`src/rtl/perm_pipe.sv`:
```
// perm_pipe: bit-permutation unit followed by an elastic register pipeline.
// A static permutation, or its inverse, is applied combinationally ahead of
// stage 0. The {valid, data, inv} triple then moves through STAGES register
// stages under ready/valid flow control with no internal bubbles.
module perm_pipe #(
    parameter int WIDTH  = 32,
    parameter int IDXW   = 5,
    parameter int STAGES = 2,
    // Field i holds the source bit index for output bit i (DES P by default).
    parameter logic [WIDTH*IDXW-1:0] PERM = {
        5'd16, 5'd25, 5'd12, 5'd11, 5'd3,  5'd20, 5'd4,  5'd15,
        5'd31, 5'd17, 5'd9,  5'd6,  5'd27, 5'd14, 5'd1,  5'd22,
        5'd30, 5'd24, 5'd8,  5'd18, 5'd0,  5'd5,  5'd29, 5'd23,
        5'd13, 5'd19, 5'd2,  5'd26, 5'd10, 5'd21, 5'd28, 5'd7
    }
) (
    input  logic             clk,
    input  logic             rst_n,
    input  logic             flush,
    input  logic             in_valid,
    output logic             in_ready,
    input  logic [WIDTH-1:0] in_data,
    input  logic             in_inv,
    output logic             out_valid,
    input  logic             out_ready,
    output logic [WIDTH-1:0] out_data,
    output logic             out_inv
);

    // A table is accepted only if every field is in range and no source
    // index is used twice; with WIDTH fields that makes it a bijection.
    function automatic bit perm_is_bijective();
        logic [WIDTH-1:0] seen;
        logic [WIDTH-1:0] probe;
        int               src;
        bit               ok;
        seen = '0;
        ok   = 1'b1;
        for (int i = 0; i < WIDTH; i++) begin
            src = int'(PERM[i*IDXW +: IDXW]);
            if (src >= WIDTH) begin
                ok = 1'b0;
            end else begin
                probe = seen >> src;
                if (probe[0]) begin
                    ok = 1'b0;
                end
                seen = seen | ({{(WIDTH-1){1'b0}}, 1'b1} << src);
            end
        end
        return ok;
    endfunction

    localparam bit PERM_OK = perm_is_bijective();

    if (WIDTH < 2 || WIDTH > 64) begin : g_bad_width
        $error("perm_pipe: WIDTH must be in 2..64");
    end
    if (IDXW < $clog2(WIDTH)) begin : g_bad_idxw
        $error("perm_pipe: IDXW is too narrow to index WIDTH bits");
    end
    if (STAGES < 1 || STAGES > 4) begin : g_bad_stages
        $error("perm_pipe: STAGES must be in 1..4");
    end
    if (!PERM_OK) begin : g_bad_perm
        $error("perm_pipe: PERM is not a bijection onto 0..WIDTH-1");
    end

    logic [WIDTH-1:0] fwd_res;
    logic [WIDTH-1:0] inv_res;
    logic [WIDTH-1:0] perm_res;

    // Both directions are pure wiring; the inverse scatters input bit i to
    // position PERM[i], which is a single driver per bit because PERM is a
    // bijection.
    for (genvar i = 0; i < WIDTH; i++) begin : g_bit
        localparam int SRC = int'(PERM[i*IDXW +: IDXW]);
        assign fwd_res[i]   = in_data[SRC];
        assign inv_res[SRC] = in_data[i];
    end

    logic [STAGES-1:0] valid_q, valid_d;
    logic [STAGES-1:0] inv_q, inv_d;
    logic [WIDTH-1:0]  data_q [STAGES];
    logic [WIDTH-1:0]  data_d [STAGES];
    logic              rdy_en_q, rdy_en_d;
    logic [STAGES-1:0] adv;
    logic              in_xfer;

    // Mode select for the beat being offered this cycle.
    always_comb begin
        perm_res = in_inv ? inv_res : fwd_res;
    end

    // Advance chain: a stage may load when it is empty or its contents move
    // on, so ready ripples back from out_ready in the same cycle.
    always_comb begin
        adv = '0;
        adv[STAGES-1] = !valid_q[STAGES-1] || out_ready;
        for (int k = STAGES - 2; k >= 0; k--) begin
            adv[k] = !valid_q[k] || adv[k+1];
        end
    end

    // Input handshake; rdy_en_q keeps ready low until the first edge after
    // reset release, and flush blocks any new beat.
    always_comb begin
        in_ready = adv[0] && rdy_en_q && !flush;
        in_xfer  = in_valid && in_ready;
    end

    // Next-state for every stage; data only loads with a valid beat so a
    // stalled or idle stage keeps its contents.
    always_comb begin
        valid_d  = valid_q;
        inv_d    = inv_q;
        data_d   = data_q;
        rdy_en_d = 1'b1;
        if (adv[0]) begin
            valid_d[0] = in_xfer;
            if (in_xfer) begin
                data_d[0] = perm_res;
                inv_d[0]  = in_inv;
            end
        end
        for (int k = 1; k < STAGES; k++) begin
            if (adv[k]) begin
                valid_d[k] = valid_q[k-1];
                if (valid_q[k-1]) begin
                    data_d[k] = data_q[k-1];
                    inv_d[k]  = inv_q[k-1];
                end
            end
        end
        if (flush) begin
            valid_d = '0;
        end
    end

    // Stage registers; reset clears everything so outputs read zero at once.
    always_ff @(posedge clk or negedge rst_n) begin
        if (!rst_n) begin
            valid_q  <= '0;
            inv_q    <= '0;
            rdy_en_q <= 1'b0;
            for (int k = 0; k < STAGES; k++) begin
                data_q[k] <= '0;
            end
        end else begin
            valid_q  <= valid_d;
            inv_q    <= inv_d;
            rdy_en_q <= rdy_en_d;
            for (int k = 0; k < STAGES; k++) begin
                data_q[k] <= data_d[k];
            end
        end
    end

    // Outputs come straight from the last stage.
    always_comb begin
        out_valid = valid_q[STAGES-1];
        out_data  = data_q[STAGES-1];
        out_inv   = inv_q[STAGES-1];
    end

endmodule

```
`config.mk`:
```
export PLATFORM = sky130hd
export DESIGN_NAME = perm_pipe
export DESIGN_NICKNAME = d
export VERILOG_FILES = /design/src/rtl/perm_pipe.sv
export SDC_FILE = /design/constraint.sdc
export NUM_CORES = 1
export LEC_CHECK = 0
export ABC_CLOCK_PERIOD_IN_PS = 1900
export BUFFER_PORTS_ARGS = -buffer_cell sky130_fd_sc_hd__buf_2
export CAP_MARGIN = 40
export CORE_MARGIN = 10
export CORE_UTILIZATION = 54
export DETAILED_ROUTE_END_ITERATION = 8
export PLACE_DENSITY = 0.83
export SLEW_MARGIN = 5
export SYNTH_ARGS = -nofsm -noshare
export SYNTH_HDL_FRONTEND = slang
export SYNTH_SLANG_ARGS = --single-unit
export TNS_END_PERCENT = 5
```
`constraint.sdc`:
```
create_clock -name clk -period 1.9 [get_ports clk]
set_clock_uncertainty 0.2 [all_clocks]
set_input_delay 0.38 -clock clk [delete_from_list [all_inputs] [get_ports clk]]
set_output_delay 0.38 -clock clk [all_outputs]
set_load 0.01 [all_outputs]
```
Word level (Yosys, flattened, before mapping):

Cells that the tools add are included.

* mux-type cells: 4
* reduce and logical (&&, ||, !) cells: 12

Operator list (count)
* $mux 32: 1
* $reduce_and 2->1: 2
* $reduce_bool 2->1: 2
* $logic_and 1x1->1: 3
* $logic_not 1->1: 3
* $logic_or 1x1->1: 2
* $mux 1: 2
* $mux 2: 1

* flip-flop bits (word level): 69
* input port bits: 38
* output and inout port bits: 35
* word-level logic and storage cells: 23

Longest topological paths before layout:

* depth after elaboration: 8
* mapped depth: 5
* gate-level depth less buffers: 3

Worst setup path before layout:

No wires, ideal clock.

* path kind: input to register
* start: in in_inv
* end: reg data_q[52] (netlist bit)
* setup time: 0.125 ns
* arrival time: 1.383 ns
* required time: 1.575 ns
* setup slack: 0.192 ns
* cell stages on the path: 4
* path buffers: 2
* path through: clkbuf_1 > buf_2 > mux2_2 > mux2_2

* cells in the longest elaborated chain, start to end: 1

Ends and longest elaborated chain
* start: declaration: line 23 `input logic in_inv,`
* $mux 32: line 92 `perm_res = in_inv ? inv_res : fwd_res;`
* end signal: indexed assignment: line 154 `data_q[k] <= data_d[k];`
* end: declaration: line 84 `logic [WIDTH-1:0] data_q [STAGES];`

No other way between the ends.
A chain may end at the register's enable or synchronous reset.

Final worst setup path:

* start: reg valid_q[0]
* end: out in_ready

* cells in the longest elaborated chain, start to end: 4

Ends and longest elaborated chain
* start: declaration: line 82 `logic [STAGES-1:0] valid_q, valid_d;`
* start signal: assignment: line 150 `valid_q <= valid_d;`
* $logic_not 1->1: line 101 `adv[k] = !valid_q[k] || adv[k+1];`
* $logic_or 1x1->1: line 101
* $logic_and 1x1->1 (2 in a row): line 108 `in_ready = adv[0] && rdy_en_q && !flush;`
* end: declaration: line 21 `output logic in_ready,`

No other way between the ends.

==> impl_metrics.ini <==
[sta]
setup_viol = 0
tns_ps = 0
rsz0062_at_grt = false
slew_viol_final = 0
hold_ws_ps = 26.4
min_period_ps = 1740
finalHoldViolCount = 0
fin_crit_sh_pct = 91.4
fmaxAchievable_mhz = 576

[global_route]
grt_max_degree = 70
grt_pass1_vias = 1917
grt_pass1_wl_mm = 10.3
grtUsageTotal_pct = 13.3
antenna_found_initial = 0
gr-total-overflow = 0

[clocking]
cts_resized = 0
ctsHoldBuffers = 1
clock_latency_ps = 340
cts_tree = yes
clockRootBuffer = clkbuf_8
cts.sinks = 69
cts-htree-levels = 3
clock_path_buffers = 2
cts_buffers = 9
cts_setup_buffers = 0
clk_pin_slew_ps = 70

[floorplanning]
start_util_pct = 55.8
chipHeight_um = 98.4
rows = 28
core_area_um2 = 5960
pin_count = 73
dieWidth_um = 98.4
die_area_um2 = 9690

[final_layout]
fin_util_pct = 63.3
finalNetCount = 306
drive_gt1_share_pct = 71.1
nFillCells = 490
stdcell_count = 348
final_common_cell = buf_2
areaGrowthSynthToFinish_pct = 13.5
antennaDiodeCount = 0
final_cell_mix = 72 x buf_2, 69 x mux2_2, 69 x dfrtp_1, 29 x mux2_4, 10 x clkbuf_8

[pwr]
finalPower_mw = 4.36
ir_drop_mv = 0.778
p_leak_nw = 1.79
p_per_area_nw_per_um2 = 1160

[route]
drt_pass1_iterations = 4
routed_wl_mm = 6.32
drc_errors = 0
viasPerCell = 5.06
dr_total_vias = 1761
wl_per_cell_um = 18.2
drt-initial-drc-count = 38
antenna_left = 0

[status]
status = finished clean

[synthesis]
ys_types = 16
synth-seq-cells = 69
synth_fp_nets = 258
syn_inst = 220
ys_seq_area_share_pct = 52.0
syn-mean-instance-area_um2 = 15.1
syn_area_um2 = 3320
yosys_warnings = 0

[critical_path]
worstPathMaxFanout = 4
endpoint_kind = output pin
start_kind = register
cp.arrival_ps = 1160
worstPathRequired_ps = 1320
crit_type = reg -> out

[run]
maxCapViolCount = 0

[placement]
io_buffers = 72
placedCellCount = 331
hpwl_mm = 4.58
place_congestion = 0.755

[worst_hold_path]
hp-class = in -> reg
where the power goes:
part / leakage [nW] / total (mW) / internal (mW) / switching [mW]
sequential: 0.825 / 2.09 / 1.88 / 0.210
clock: 0.0943 / 1.18 / 0.636 / 0.546
combinational: 0.866 / 1.09 / 0.648 / 0.445
total: 1.79 / 4.36 / 3.16 / 1.20
registers in the layout (all words and copies together) (netlist names):
register and cells:
data_q 32, inv_q 2, out_data 32, rdy_en_q 1
valid_q 2
worst max-delay path: stages, from the launching register on:
cell and delay (ps):
dfrtp_1 390, nand3b_1 100, and3b_1 180, buf_2 140
area by class of cell:
| class | instances | area (um2) | area share, % |
|---|---|---|---|
| inverter | 1 | 3.75 | 0.0996 |
| timing repair buffer | 80 | 473 | 12.5 |
| tap | 75 | 93.8 | 2.49 |
| clock inverter | 6 | 62.6 | 1.66 |
| multi-input combinational | 107 | 1270 | 33.8 |
| sequential | 69 | 1730 | 45.8 |
| clock buffer | 10 | 138 | 3.65 |
kinds of logic after synthesis:
| kind of cell | Yosys count | synth area share [%] |
|---|---|---|
| DFF | 69 | 52.0 |
| other | 1 | 0.113 |
| and+or+nand+nor | 6 | 1.28 |
| buffers and inverters | 44 | 9.72 |
| AOI/OAI and AO/OA | 2 | 0.377 |
| muxes | 98 | 36.5 |
routing by layer:
metal  GRT usage (%)  part of all wire, %  up-vias  routed length [um]
met3            4.54                  5.9        5                 371
li1                -                    -      833                   -
met4            6.39                  1.8        0                 111
met2            21.2                   48       54                3030
met5               0                    0        -                   0
met1            15.8                   44      869                2810
worst paths after layout:
check	startpoint	endpoint	slack, ps	cells past startpoint
max	valid_q[0]	in_ready	160	3
min	flush	valid_q[1]	30	2
max reg2reg	valid_q[0]	data_q[52]	180	4
min reg2reg	out_data[10]	out_data[10]	300	1
max in group asynchronous	rst_n	out_data[1]	830	3
min in group asynchronous	rst_n	out_data[24]	370	3
cell usage after synthesis:
cell type,instances,area share [%]
dfrtp_1,69,52
mux2_2,69,23
buf_4,32,7.2
mux2_4,29,13
buf_2,6,0.90
buf_6,4,1.4
nand2b_1,2,0.38
a21oi_1,1,0.15
and3b_1,1,0.26
and4b_1,1,0.30
clkbuf_1,1,0.11
conb_1,1,0.11
inv_1,1,0.11
nand2_1,1,0.11
nand3b_1,1,0.23
o21bai_1,1,0.23
through the flow:
stage	area, um2	setup slack (ps)
6_report	3770	163
5_1_grt	3770	60.4
4_1_cts	3770	137
3_5_place_dp	3560	114
3_3_place_gp	3560	156
2_1_floorplan	3320	192
No activity file was read; power rests on OpenSTA's default activity.
